File: src/rtl/audio_pkg.sv
// Shared audio-path types and defaults, used by the I2S receiver, the volume stage
// and the downstream transmitter.
package audio_pkg;

    localparam int unsigned width_def_lp     = 24;
    localparam int unsigned slot_bits_def_lp = 32;

    typedef logic [width_def_lp-1:0] sample_t;

    typedef enum logic {
        SlotLeft  = 1'b0,
        SlotRight = 1'b1
    } slot_e;

endpackage

File: src/rtl/i2s_clkgen.sv
// I2S master clock generator: divides clk_i into SCLK, counts bit slots and drives
// WS; exports rise/fall strobes and the bit position within the current slot.
module i2s_clkgen
    import audio_pkg::*;
#(
    parameter int unsigned slot_bits_p = slot_bits_def_lp,
    parameter int unsigned sclk_half_p = 2
) (
    input  logic                           clk_i,
    input  logic                           reset_i,
    output logic                           sclk_o,
    output logic                           ws_o,
    output logic                           rise_o,
    output logic                           fall_o,
    output logic [$clog2(slot_bits_p)-1:0] b_o
);

    localparam int unsigned DivW = $clog2(sclk_half_p);
    localparam int unsigned CntW = $clog2(2 * slot_bits_p);
    localparam int unsigned BW   = $clog2(slot_bits_p);

    logic [DivW-1:0] div_q, div_d;
    logic            sclk_q, sclk_d;
    logic [CntW-1:0] cnt_q, cnt_d;
    slot_e           ws_q, ws_d;
    logic            tick_w;
    logic [CntW-1:0] b_full_w;

    always_ff @(posedge clk_i or negedge reset_i) begin
        if (!reset_i) begin
            div_q  <= '0;
            sclk_q <= 1'b0;
            cnt_q  <= '0;
            ws_q   <= SlotLeft;
        end else begin
            div_q  <= div_d;
            sclk_q <= sclk_d;
            cnt_q  <= cnt_d;
            ws_q   <= ws_d;
        end
    end

    // WS is derived from the next count so it always agrees with cnt_q.
    always_comb begin
        tick_w = (div_q == DivW'(sclk_half_p - 1));
        div_d  = tick_w ? '0 : div_q + DivW'(1);
        sclk_d = tick_w ? ~sclk_q : sclk_q;
        rise_o = tick_w & ~sclk_q;
        fall_o = tick_w & sclk_q;
        cnt_d  = cnt_q;
        if (fall_o) begin
            cnt_d = (cnt_q == CntW'(2 * slot_bits_p - 1)) ? '0 : cnt_q + CntW'(1);
        end
        ws_d     = (cnt_d >= CntW'(slot_bits_p)) ? SlotRight : SlotLeft;
        b_full_w = (ws_q == SlotRight) ? cnt_q - CntW'(slot_bits_p) : cnt_q;
    end

    assign sclk_o = sclk_q;
    assign ws_o   = ws_q;
    assign b_o    = b_full_w[BW-1:0];

endmodule

File: src/rtl/i2s_rx.sv
// I2S master receiver: deserializes left/right ADC words and presents each completed
// stereo frame on a valid/ready output register with a sticky overrun flag.
module i2s_rx
    import audio_pkg::*;
#(
    parameter int unsigned width_p     = width_def_lp,
    parameter int unsigned slot_bits_p = slot_bits_def_lp,
    parameter int unsigned sclk_half_p = 2
) (
    input  logic               clk_i,
    input  logic               reset_i,
    input  logic               sd_i,
    output logic               sclk_o,
    output logic               ws_o,
    output logic [width_p-1:0] sound_l_o,
    output logic [width_p-1:0] sound_r_o,
    output logic               valid_o,
    input  logic               ready_i,
    output logic               overrun_o
);

    localparam int unsigned BW = $clog2(slot_bits_p);

    logic          rise_w, fall_w, ws_w;
    logic [BW-1:0] b_w;

    logic [width_p-1:0] shift_q, shift_d, shift_next_w;
    logic [width_p-1:0] hold_l_q, hold_l_d;
    logic               load_q, load_d;
    logic [width_p-1:0] sound_l_q, sound_l_d, sound_r_q, sound_r_d;
    logic               valid_q, valid_d, overrun_q, overrun_d;

    i2s_clkgen #(
        .slot_bits_p(slot_bits_p),
        .sclk_half_p(sclk_half_p)
    ) u_clkgen (
        .clk_i  (clk_i),
        .reset_i(reset_i),
        .sclk_o (sclk_o),
        .ws_o   (ws_w),
        .rise_o (rise_w),
        .fall_o (fall_w),
        .b_o    (b_w)
    );

    always_ff @(posedge clk_i or negedge reset_i) begin
        if (!reset_i) begin
            shift_q   <= '0;
            hold_l_q  <= '0;
            load_q    <= 1'b0;
            sound_l_q <= '0;
            sound_r_q <= '0;
            valid_q   <= 1'b0;
            overrun_q <= 1'b0;
        end else begin
            shift_q   <= shift_d;
            hold_l_q  <= hold_l_d;
            load_q    <= load_d;
            sound_l_q <= sound_l_d;
            sound_r_q <= sound_r_d;
            valid_q   <= valid_d;
            overrun_q <= overrun_d;
        end
    end

    // Bit 0 of each slot is the I2S one-bit delay; bits past width_p are padding.
    always_comb begin
        shift_next_w = {shift_q[width_p-2:0], sd_i};
        shift_d      = shift_q;
        hold_l_d     = hold_l_q;
        load_d       = 1'b0;
        if (rise_w && (b_w != '0) && (b_w <= BW'(width_p))) begin
            shift_d = shift_next_w;
            if (b_w == BW'(width_p)) begin
                if (ws_w == SlotRight) begin
                    load_d = 1'b1;
                end else begin
                    hold_l_d = shift_next_w;
                end
            end
        end
    end

    // A load always wins over an accept; overrun flags a frame replaced unread.
    always_comb begin
        sound_l_d = sound_l_q;
        sound_r_d = sound_r_q;
        valid_d   = valid_q;
        overrun_d = overrun_q;
        if (load_q) begin
            sound_l_d = hold_l_q;
            sound_r_d = shift_q;
            valid_d   = 1'b1;
            if (valid_q && !ready_i) begin
                overrun_d = 1'b1;
            end
        end else if (valid_q && ready_i) begin
            valid_d = 1'b0;
        end
    end

    assign ws_o      = ws_w;
    assign sound_l_o = sound_l_q;
    assign sound_r_o = sound_r_q;
    assign valid_o   = valid_q;
    assign overrun_o = overrun_q;

endmodule

File: config.mk
export PLATFORM = sky130hd
export DESIGN_NAME = i2s_rx
export DESIGN_NICKNAME = d
export VERILOG_FILES = /design/src/rtl/audio_pkg.sv /design/src/rtl/i2s_clkgen.sv /design/src/rtl/i2s_rx.sv
export SDC_FILE = /design/constraint.sdc
export NUM_CORES = 1
export LEC_CHECK = 0
export ABC_AREA = 0
export CORE_MARGIN = 4
export CORE_UTILIZATION = 25
export DETAILED_ROUTE_END_ITERATION = 12
export GPL_ROUTABILITY_DRIVEN = 1
export PLACE_DENSITY = 0.43
export SLEW_MARGIN = 20
export SYNTH_ARGS = -nofsm -noshare
export SYNTH_HDL_FRONTEND = slang
export SYNTH_SLANG_ARGS = --single-unit
File: constraint.sdc
create_clock -name clk_i -period 2.13 [get_ports clk_i]
set_input_delay 0.3195 -clock clk_i [delete_from_list [all_inputs] [get_ports clk_i]]
set_output_delay 0.3195 -clock clk_i [all_outputs]
set_load 0.01 [all_outputs]
# == Word-level counts from Yosys, hierarchy flattened ==
# Cells that the tools add are included.
# classes
n_bitwise,4
order_cmp,2
addsub,3
n_mux,10
reduce_logical,9
n_eq_ne,2
# op_table
operator,n
6-bit two-way mux,2
1-bit two-way mux,7
"6-bit by 1-bit adder with 6-bit output, second input constant",1
"6-bit == test, second input constant",1
"6-bit greater-or-equal comparator, second input constant",1
"5-bit == test, second input constant",1
"5-bit less-or-equal comparator, second input constant",1
5-bit two-way mux,1
5-bit nonzero test,1
"5-bit by 1-bit subtractor with 5-bit output, second input constant",1
1-bit logical AND,4
3-bit AND reduction,1
1-bit AND,2
1-bit NOT,2
2-bit AND reduction,1
2-bit nonzero test,1
"1-bit adder, second input constant",1
1-bit logical NOT,1
# totals
out_inout_bits,52
ff_bits,108
wordCells,41

# == Depth between registers and ports, before layout ==
# logic_depth
ltp_word,6
ltp_mapped,6

# == By module ==
# From an unflattened synthesis, not the netlist that was laid out.
# hier_totals
hier_cells,344
area_unflattened_um2,4660.7
# by_module_without_submodules
module,area_each_um2,cells_per_inst,seq_area_each_um2,instances
i2s_rx,4229.1,304,2477.4,1
i2s_clkgen,431.7,40,225.2,1

# == Worst setup path after synthesis ==
# OpenSTA, ideal clock, no wires.
# synth_timing
path_type,register to register
from,register u_clkgen.cnt_q[0]
to,register shift_q[0]
period_less_slack_ns,1.800
path_stages_with_launch,7
arrival_ns,1.673
setup_time_ns,0.127
slack_ns,0.330
cell_sequence,dfrtp_1 -> inv_1 -> ha_1 -> nor4b_2 -> a211oi_4 -> buf_6 -> mux2_1
# synth_between
elab_chain_cells,5
elab_cells_between_ends,6
# synth_rtl
element,line,rtl
from (decl),i2s_clkgen.sv:24,"logic [CntW-1:0] cnt_q, cnt_d;"
from (signal assigned),i2s_clkgen.sv:38,cnt_q <= cnt_d;
5-bit by 1-bit subtractor with 5-bit output,i2s_clkgen.sv:55,b_full_w = (ws_q == SlotRight) ? cnt_q - CntW'(slot_bits_p) : cnt_q;
5-bit two-way mux *,i2s_clkgen.sv:55,
branches (longest 2 deep; another with 5-bit less-or-equal comparator),-,
1-bit logical AND *,i2s_rx.sv:72,if (rise_w && (b_w != '0) && (b_w <= BW'(width_p))) begin
to (signal assigned),i2s_rx.sv:56,shift_q <= shift_d;
to (decl),i2s_rx.sv:27,"logic [width_p-1:0] shift_q, shift_d, shift_next_w;"
# Every way passes the cells marked *.
# A chain may end at the register's enable or synchronous reset.

# == Worst setup path in the final report ==
# layout_timing
from,register u_clkgen.cnt_q[0]
to,register shift_q[18]
# Same word-level chain as after synthesis.

==> results.cfg <==
[floorplanning]
start_util_pct = 25.8
io-pin-count = 56
rows = 46
die-height_um = 137
die_w_um = 137
core_sq_um = 16100
dieArea_sq_um = 18700

[route]
first_pass_iters = 4
routedWlPerCell_um = 14.3
drt_iter0_markers = 66
via_per_inst = 4.11
routed_wl_mm = 7.62
ant_nets = 0
drc = 0
route.vias.total = 2189

[yosys]
synth_fp_nets = 259
synth_area_sq_um = 4150
synth_cell_types = 30
yosysTopAreaCellShare_pct = 65.1
yosysWarnings = 0
ys_ff_latch = 108
avgSynthCellArea_sq_um = 16.4
ys_seq_area_share_pct = 65.1
postSynthCellCount = 253
synth_edf_count = 0
yosys.area.top_type = dfrtp_1
async_flop_share_pct = 100
synthTopCellsByArea = dfrtp_1, mux2_2, mux2_1, buf_6, ha_1
synth_ff_type = dfrtp_1

[worst_setup_path]
crit_slowest_cell = dfrtp_1
path_class = reg -> reg
cp_cell_sequence = inv_1 > ha_1 > nor4b_2 > a211oi_4 > buf_12 > mux2_2
path_buf_inv = 2
max_stage_delay_ps = 350
end_kind = flip-flop
critPathMaxFanout = 23
critPathRequiredTime_ps = 2360
cp.arrival_ps = 2090
cp_top_family = flip-flops
start_kind = flip-flop

[layout]
multi_input_area_sq_um = 1350
nFillCells = 1572
area_delta_synth_final_pct = 27.2
regArea_sq_um = 2700
layout_common_cells = dfrtp_1, mux2_2, clkdlybuf4s50_1, mux2_1, clkbuf_16
num_antenna_cells = 0
layout_commonest_cell = dfrtp_1
final_util_pct = 32.9
drive_above_1_share_pct = 31.5
nNetsFinal = 319

[cts]
cts_hold_buf = 0
cts_max_path_buffers = 2
root_buffer = clkbuf_16
cts_setup_buffers = 0
cts_tree = yes
clk_pin_slew_ps = 70
htreeDepth = 3
post_cts_resized = 0
cts_buffers = 9
clock_latency_ps = 350
cts_sinks = 108

[grt]
grt_pass1_vias = 2467
grt.overflow.total = 0
grt_max_degree = 109
antenna_found_initial = 0
track_usage_pct = 9.03
grt_pass1_wl_mm = 13.0

[timing]
max_freq_ghz = 0.537
grt_setup_unrepaired = no
finalMaxSlewViolations = 0
tightest_slew_ps = 599
fin_crit_ps = 1860
max_slew_margin_pct = 60.1
setup_viol_count_final = 0
fin_crit_sh_pct = 87.5
finClkSkew_ps = 6.36
setup-tns-final_ps = 0
hold_violations = 0

[power_and_ir_drop]
seq_power_share_pct = 54.7
p_sw_share_pct = 21.1
peakVddDrop_mv = 0.332
p_leak_nw = 2.46
p_clk_share_pct = 43.8
p_total_mw = 3.79
p_int_mw = 2.99
comb_power_share_pct = 1.5
power_density_nw_per_um2 = 717
netSwitchingPower_uw = 798

[run_status]
status = finished clean

[job]
drv_cap = 0

[placement]
hpwl_mm = 4.80
gp_congestion = 0.653
port_buffers = 55

[worst_hold_path]
hold_path.class = in -> async
[layer usage]
metal / GRT usage, % / up-vias / part of all wire (%)
li1: - / 1023 / -
met1: 11.3 / 1108 / 45
met2: 13.9 / 45 / 47
met3: 3.09 / 13 / 6.0
met4: 4.66 / 0 / 2.4
met5: 0 / - / 0
[path summary, 6_finish.rpt]
path	startpoint	end	slack [ps]	depth (start not counted)
setup / recovery	u_clkgen.cnt_q[0]$_DFF_PN0_	shift_q[18]$_DFFE_PN0P_	270	6
hold / removal	reset_i	sound_l_o[11]$_DFFE_PN0P_	20	2
setup reg to reg	u_clkgen.cnt_q[0]$_DFF_PN0_	shift_q[18]$_DFFE_PN0P_	270	6
hold reg to reg	overrun_o$_DFFE_PN0P_	overrun_o$_DFFE_PN0P_	470	1
max in group asynchronous	reset_i	load_q$_DFF_PN0_	1610	2
min in group clk_i	overrun_o$_DFFE_PN0P_	overrun_o$_DFFE_PN0P_	470	1
[cell type report]
type	count	share of cell area [%]
Inverter	6	0.427
Clock buffer	10	4.34
Sequential cell	108	51.2
Timing Repair Buffer	60	12.0
Tap cell	216	5.12
Multi-Input combinational cell	128	25.6
Clock inverter	5	1.21
[synth_stat cells, types with 2 or more instances]
library cell / instances
dfrtp_1: 108
mux2_2: 72
mux2_1: 24
clkbuf_1: 6
inv_1: 6
buf_6: 4
nand2_1: 4
nand4_1: 3
a31oi_1: 2
ha_1: 2
o21ai_0: 2
xnor2_1: 2
[logic make-up (layout without fill, tap and decap cells)]
kind of cell | after synthesis | in the layout | share of synthesized area, %
xor gates and xnor gates | 3 | 3 | 0.633
AOI/OAI and AO/OA | 12 | 12 | 2.44
DFF | 108 | 108 | 65.1
adders and majority gates | 2 | 2 | 0.603
buffers and inverters | 17 | 81 | 2.29
muxes | 96 | 96 | 26.1
and+or+nand+nor | 15 | 15 | 2.83
[state kept, by name, indices dropped and copies added, names as in the netlist]
signal / cells
load_q: 1
u_clkgen.cnt_q: 6
hold_l_q: 24
sound_r_o: 24
valid_o: 1
sound_l_o: 24
shift_q: 24
overrun_o: 1
u_clkgen.ws_o: 1
u_clkgen.div_q: 1
u_clkgen.sclk_o: 1
[power by group through the flow]
stage	clock network (mW)	logic, mW	registers, mW
after floorplan	0	0.00847	2.11
after CTS	1.75	0.0631	2.07
final	1.66	0.0571	2.07
after global placement	0	0.0610	2.11
after global routing	1.82	0.0693	2.07
after detailed placement	0	0.0629	2.11
[through the flow]
step,hold slack [ps],setup slack [ps],instance area (sq um),std cells
2_1_floorplan,23.9,330,4150,253
3_3_place_gp,448,283,4980,518
3_5_place_dp,456,259,4980,518
4_1_cts,73.2,249,5280,533
5_1_grt,98.9,147,5280,533
6_report,22.2,267,5280,533
(Power assumes the default switching activity.)
==> RTL change 1 (same flow settings) <==
`sclk_half_p` is set to 2 in 2 places; all go to 4.
--- a/src/rtl/i2s_clkgen.sv
+++ b/src/rtl/i2s_clkgen.sv
@@ -4,7 +4,7 @@
     import audio_pkg::*;
 #(
     parameter int unsigned slot_bits_p = slot_bits_def_lp,
-    parameter int unsigned sclk_half_p = 2
+    parameter int unsigned sclk_half_p = 4
 ) (
     input  logic                           clk_i,
     input  logic                           reset_i,
--- a/src/rtl/i2s_rx.sv
+++ b/src/rtl/i2s_rx.sv
@@ -5,7 +5,7 @@
 #(
     parameter int unsigned width_p     = width_def_lp,
     parameter int unsigned slot_bits_p = slot_bits_def_lp,
-    parameter int unsigned sclk_half_p = 2
+    parameter int unsigned sclk_half_p = 4
 ) (
     input  logic               clk_i,
     input  logic               reset_i,
Behaviour: not the same (Yosys sat finds a counterexample within 4 cycles, from zero or initial values and one cycle with reset_i low).
==> RTL change 1 against the original RTL <==
Setup slack better by 0.0035 ns; critical path depth unchanged; sequential share of layout area down 0.24 points; synthesized area up 0.33%; total power up 1.4%; sequential cell count up 1; design area up 1.4%; routed wire length up 4.2%; first-iteration DRC count up 70%; via count up 3.7%; critical endpoint is now shift_q[4]$_DFFE_PN0P_.
==> RTL change 1: results (changes against the original RTL) <==
The flow ran to the end, and the final reports show no timing, DRC or antenna violations. Number of failing hold endpoints at the final stage: 0 (unchanged). Ranked by total cell area, the synthesized netlist is headed by dfrtp_1 66%, mux2_2 26%, buf_6 1.1%, ha_1 0.90%, xnor2_1 0.63%. The post-detailed-placement cell area is 5040 sq um (+1.1%). In this run the most critical hold path is launched from u_clkgen.div_q[0]$_DFF_PN0_.

For the worst-case clock buffer depth, the log shows 2 (unchanged). Type of the most critical hold path: flop to flop. For the wire length of the first global-routing pass, the log shows 13500 um (+4.0%). The first element of the critical path is u_clkgen.cnt_q[0]$_DFF_PN0_.

CTS placed an instance of clkbuf_16 at the clock tree root. The setup clock skew after layout was 0.00672 ns (+0.000358 ns). The highest net fanout along the worst path was 22 (-4.3%); the clock-pin slew of the registers on the worst-case setup and hold paths was 0.07 ns (about the same).

The total number of vias was 2269 (+3.7%). The run gives 0 (unchanged) as the count of synthesis-stage warnings from yosys. The first-pass iteration count of the detailed router was 3 (-1). For the initial antenna violation count, the log shows 0 (unchanged). The measured slew at the worst slew-check pin was 0.594 ns (-0.00482 ns); the leakage power was 0.00252 uW (+2.5%). The latest clock arrival within the worst-skew pair is 0.35 ns (about the same).

Global placement routability congestion: 0.691 (+5.9%). Counting instances in the post-synthesis netlist gives the leading cell types as 109 x dfrtp_1, 95 x mux2_2. The share of flip-flops with an asynchronous set or reset after synthesis works out to 100% (unchanged).

The worst register-to-register path ends at shift_q[4]$_DFFE_PN0P_. The sequential fraction of the synthesis area is 65.5% (+0.39 points). Across all register-to-register paths, the minimum setup slack is 0.27 ns. The number of cells on the worst reg-to-reg path is 6 (unchanged), and the half-perimeter wire length after placement is 5230 um (+8.9%). The logs give 28 (-6.7%) for the number of unique standard cell types used by synthesis and 260 (+0.39%) for the net count after synthesis. The tools report the global routing usage summed across all routing layers as 9.41% (+0.38 points). The run gives 7940 um (+4.2%) as the post-detailed-routing wire length. The antenna diode instance count came out at 0 (unchanged).

Count of fill cells added during filler insertion: 1606 (+2.2%). The tools report the maximum number of pins on one net before global-route repair as 48 (-56%). Via count of the first global-routing pass: 2517 (+2.0%). Share of cells above drive strength 1: 38.9% (+7.3 points).

For the data arrival time of the worst path, the log shows 2.09 ns (about the same). The count of port buffers added during placement is 55 (unchanged), and the maximum vdd drop is 0.350 mV (+5.4%). The CTS buffer count was 9 (unchanged); the switching power of the nets was 805 uW (+0.88%).

The number of levels in the clock H-tree is 3 (unchanged), and the iteration-0 DRC count of the detailed router is 112 (+70%). Type of the setup path with the least slack: flop to flop. The layout net count came out at 326 (+2.2%).
-- RTL change 1: kinds of logic (layout without fill, tap and decap cells) --
| kind of cell | after synthesis | count (layout) | share of synthesized area (%) |
|---|---|---|---|
| AO/OA/AOI/OAI | 9 | 9 | 1.65 |
| flip-flops | 109 | 109 | 65.5 |
| multiplexers | 97 | 97 | 26.2 |
| AND/OR/NAND/NOR | 17 | 17 | 2.86 |
| XOR/XNOR | 4 | 4 | 0.842 |
| buffers and inverters | 14 | 85 | 1.98 |
| adder cells (fa/ha/maj) | 3 | 3 | 0.902 |
-- RTL change 1: final cells by class --
cell class / instances / area, sq um / area share (%)
repair buffers: 65 / 676 / 12.6
inverters: 4 / 15.0 / 0.281
multi-input cells: 130 / 1360 / 25.4
clock inverters: 6 / 61.3 / 1.15
clock buffers: 10 / 239 / 4.47
well taps: 216 / 270 / 5.05
flip-flops and latches: 109 / 2730 / 51.0
-- RTL change 1: worst min-delay path by stage --
stage                                   to  slack, ns  cells after the start
2_1_floorplan      hold_l_q[0]$_DFFE_PN0P_       0.02                      0
3_3_place_gp   u_clkgen.div_q[1]$_DFF_PN0_       0.31                      1
3_5_place_dp   u_clkgen.div_q[0]$_DFF_PN0_       0.31                      1
4_1_cts        u_clkgen.div_q[0]$_DFF_PN0_       0.45                      1
5_1_grt        u_clkgen.div_q[0]$_DFF_PN0_       0.47                      1
6_report       u_clkgen.div_q[0]$_DFF_PN0_       0.44                      1
-- RTL change 1: power by group through the flow --
stage                     Sequential, uW  Clock (uW)  Combinational (uW)
after floorplan                     2120           0                4.67
after global placement              2120           0                63.2
after detailed placement            2120           0                64.1
after CTS                           2080        1780                65.9
after global routing                2080        1870                72.2
final                               2080        1700                60.6
-- RTL change 1: layer usage --
| layer | wire (um) | vias up | track usage, % |
|---|---|---|---|
| met3 | 503 | 13 | 3.86 |
| met4 | 130 | 0 | 3.33 |
| met1 | 3730 | 1181 | 12.5 |
| li1 | - | 1032 | - |
| met5 | 0 | - | 0 |
| met2 | 3570 | 43 | 13.8 |
-- RTL change 1: what timing repair did --
action	CTS	global route
setup buffers	0	0
hold endpoints to repair	29	0
hold buffers	1	0
gates resized for setup	0	0
setup endpoints to repair	0	0
-- RTL change 1: per-stage QoR --
step | instances | setup WS, ns | total power (uW) | hold slack [ns]
floorplan | 253 | 0.272 | 2120 | 0.0239
global placement | 523 | 0.303 | 2180 | 0.307
detailed placement | 523 | 0.239 | 2180 | 0.308
CTS | 540 | 0.243 | 3930 | 0.445
global route | 540 | 0.134 | 4020 | 0.470
finish | 540 | 0.271 | 3840 | 0.437
-- RTL change 1: worst max-delay path, cell delays in order (launching register included) --
cell and delay (ns):
dfrtp_1 0.40, inv_1 0.10, ha_1 0.22, nor4b_1 0.45, a211oi_4 0.10, buf_12 0.19
mux2_2 0.27
==> RTL change 2 (config.mk and constraints unchanged) <==
Made on the original files. Take the reset off `shift_q` and load it in a clocked block of its own.
--- a/src/rtl/i2s_rx.sv
+++ b/src/rtl/i2s_rx.sv
@@ -45,7 +45,6 @@
 
     always_ff @(posedge clk_i or negedge reset_i) begin
         if (!reset_i) begin
-            shift_q   <= '0;
             hold_l_q  <= '0;
             load_q    <= 1'b0;
             sound_l_q <= '0;
@@ -53,7 +52,6 @@
             valid_q   <= 1'b0;
             overrun_q <= 1'b0;
         end else begin
-            shift_q   <= shift_d;
             hold_l_q  <= hold_l_d;
             load_q    <= load_d;
             sound_l_q <= sound_l_d;
@@ -61,6 +59,10 @@
             valid_q   <= valid_d;
             overrun_q <= overrun_d;
         end
+    end
+
+    always_ff @(posedge clk_i) begin
+        shift_q <= shift_d;
     end
 
     // Bit 0 of each slot is the I2S one-bit delay; bits past width_p are padding.
Formal check against the unedited RTL: same outputs for any inputs over 10 cycles, from zero or initial values and one cycle with reset_i low; that may be too few to reach the edited logic, so the function may still have changed.
==> RTL change 2 against the original RTL <==
Design area shrank 2.7%; synthesized area shrank 4.9%; sequential cell count is the same; non-clock buffer count grew 3; largest cell class unchanged; routed wire length shrank 2.7%; core utilization grew 0.66 points; total power grew 1.9%; setup slack gained 0.069 ns; via count shrank 5.8%.
==> RTL change 2: results (changes against the original RTL) <==
The mean post-synth cell area works out to 17.5 sq um (+6.4%). The count of flip-flops with a built-in enable after synthesis works out to 24 (+24). Met2 layer wire length in the routed design: 3340 um (-6.4%). The setup clock skew after layout was 0.0108 ns (+0.00447 ns). The clock buffer and inverter area fraction after layout was 6.02% (+0.47 points); the post-placement worst setup slack was 0.310 ns (+0.0504 ns). The run gives 491 (-5.2%) as the cell total after placement. For the post-detailed-placement cell area, the log shows 4810 sq um (-3.4%). The layout net count is 298 (-6.6%).

For the global placement routability congestion, the log shows 0.728 (+12%). The count of fill cells added during filler insertion is 1519 (-3.4%), and the maximum number of pins on one net before global-route repair is 44 (-60%). For the net count after synthesis, the log shows 232 (-10%).

Core box area: 15300 sq um (-4.6%). The worst hold slack after final layout is 0.398 ns (+0.375 ns). The count of non-CTS inverters in the layout was 5 (-1). The average wire length per cell after detail routing was 14.6 um (+2.1%).

The switching power of the nets is 812 uW (+1.8%), and the total number of multi-input combinational cells is 105 (-18%). The maximum vdd drop came out at 0.357 mV (+7.7%). The number of unique standard cell types used by synthesis was 28 (-6.7%); the highest net fanout along the worst path was 14 (-39%). The non-clock buffering overhead in the final layout came out at 12.6% (+0.58 points).

The tools report the data arrival time of the worst path as 1.84 ns (-0.25 ns). The commonest cells after synthesis are 84 x dfrtp_1, 72 x mux2_2, 24 x edfxtp_1. The met2 usage was 13.2% (-0.71 points). The run gives 0.34 ns (+0.07 ns) as the slack of the worst reg-to-reg path.

The share of flip-flops with an asynchronous set or reset after synthesis is 77.8% (-22 points). The number of hold buffers added after CTS was 1 (+1); the met3 routed wirelength was 474 um (+3.5%). The worst relative slew slack was 78.0% (+18 points); the multi-input gate share of total cell area was 20.8% (-4.8 points). The run finished with clean final reports. The run gives 11.4% (+0.16 points) as the met1 demand-to-capacity share in global routing. The sequential fraction of the synthesis area came out at 71.6% (+6.4 points).

The endpoint identified for the worst register-to-register timing path is shift_q[22]$_DFFE_PP_. The share of cells above drive strength 1 is 34.0% (+2.5 points).
RTL change 2: cell types whose count changed after synthesis, moves of 2 or more:
cell | unedited run | this run
nand4_1 | 3 | 0
nor2_1 | 0 | 2
a21o_1 | 1 | 3
nand3_1 | 0 | 2
mux2_1 | 24 | 1
edfxtp_1 | 0 | 24
dfrtp_1 | 108 | 84
buf_6 | 4 | 2
a31oi_1 | 2 | 0
RTL change 2: worst max-delay path, cell delays in order (launching register included):
cell and delay, ns:
dfrtp_1 0.40, inv_1 0.09, ha_1 0.16, nor2b_1 0.25, nor2_1 0.12, a211oi_4 0.22
buf_4 0.25
RTL change 2: kinds of logic (layout without fill, tap and decap cells):
group	Yosys count	after routing	share of synthesized area, %
buffers and inverters	13	84	1.62
multiplexers	73	73	20.8
flip-flops	108	108	71.6
AO/OA/AOI/OAI	9	9	1.68
XOR/XNOR	4	4	0.888
adder cells (fa/ha/maj)	2	2	0.634
AND/OR/NAND/NOR	17	17	2.76
RTL change 2: power groups by stage:
| stage | registers, uW | logic [uW] | clock network (uW) |
|---|---|---|---|
| 4_1_cts | 2100 | 47.7 | 1790 |
| 2_1_floorplan | 2150 | 0.554 | 0 |
| 3_5_place_dp | 2150 | 46.1 | 0 |
| 5_1_grt | 2100 | 53.9 | 1860 |
| 6_report | 2100 | 44.2 | 1710 |
| 3_3_place_gp | 2150 | 45.5 | 0 |
RTL change 2: worst max path at each step:
stage / end / slack, ns / depth (start not counted)
floorplan: shift_q[0]$_DFFE_PP_ / 0.04 / 5
global route: shift_q[11]$_DFFE_PP_ / 0.18 / 6
global placement: shift_q[15]$_DFFE_PP_ / 0.35 / 6
detailed placement: shift_q[17]$_DFFE_PP_ / 0.31 / 6
CTS: shift_q[11]$_DFFE_PP_ / 0.32 / 6
finish: shift_q[22]$_DFFE_PP_ / 0.34 / 6
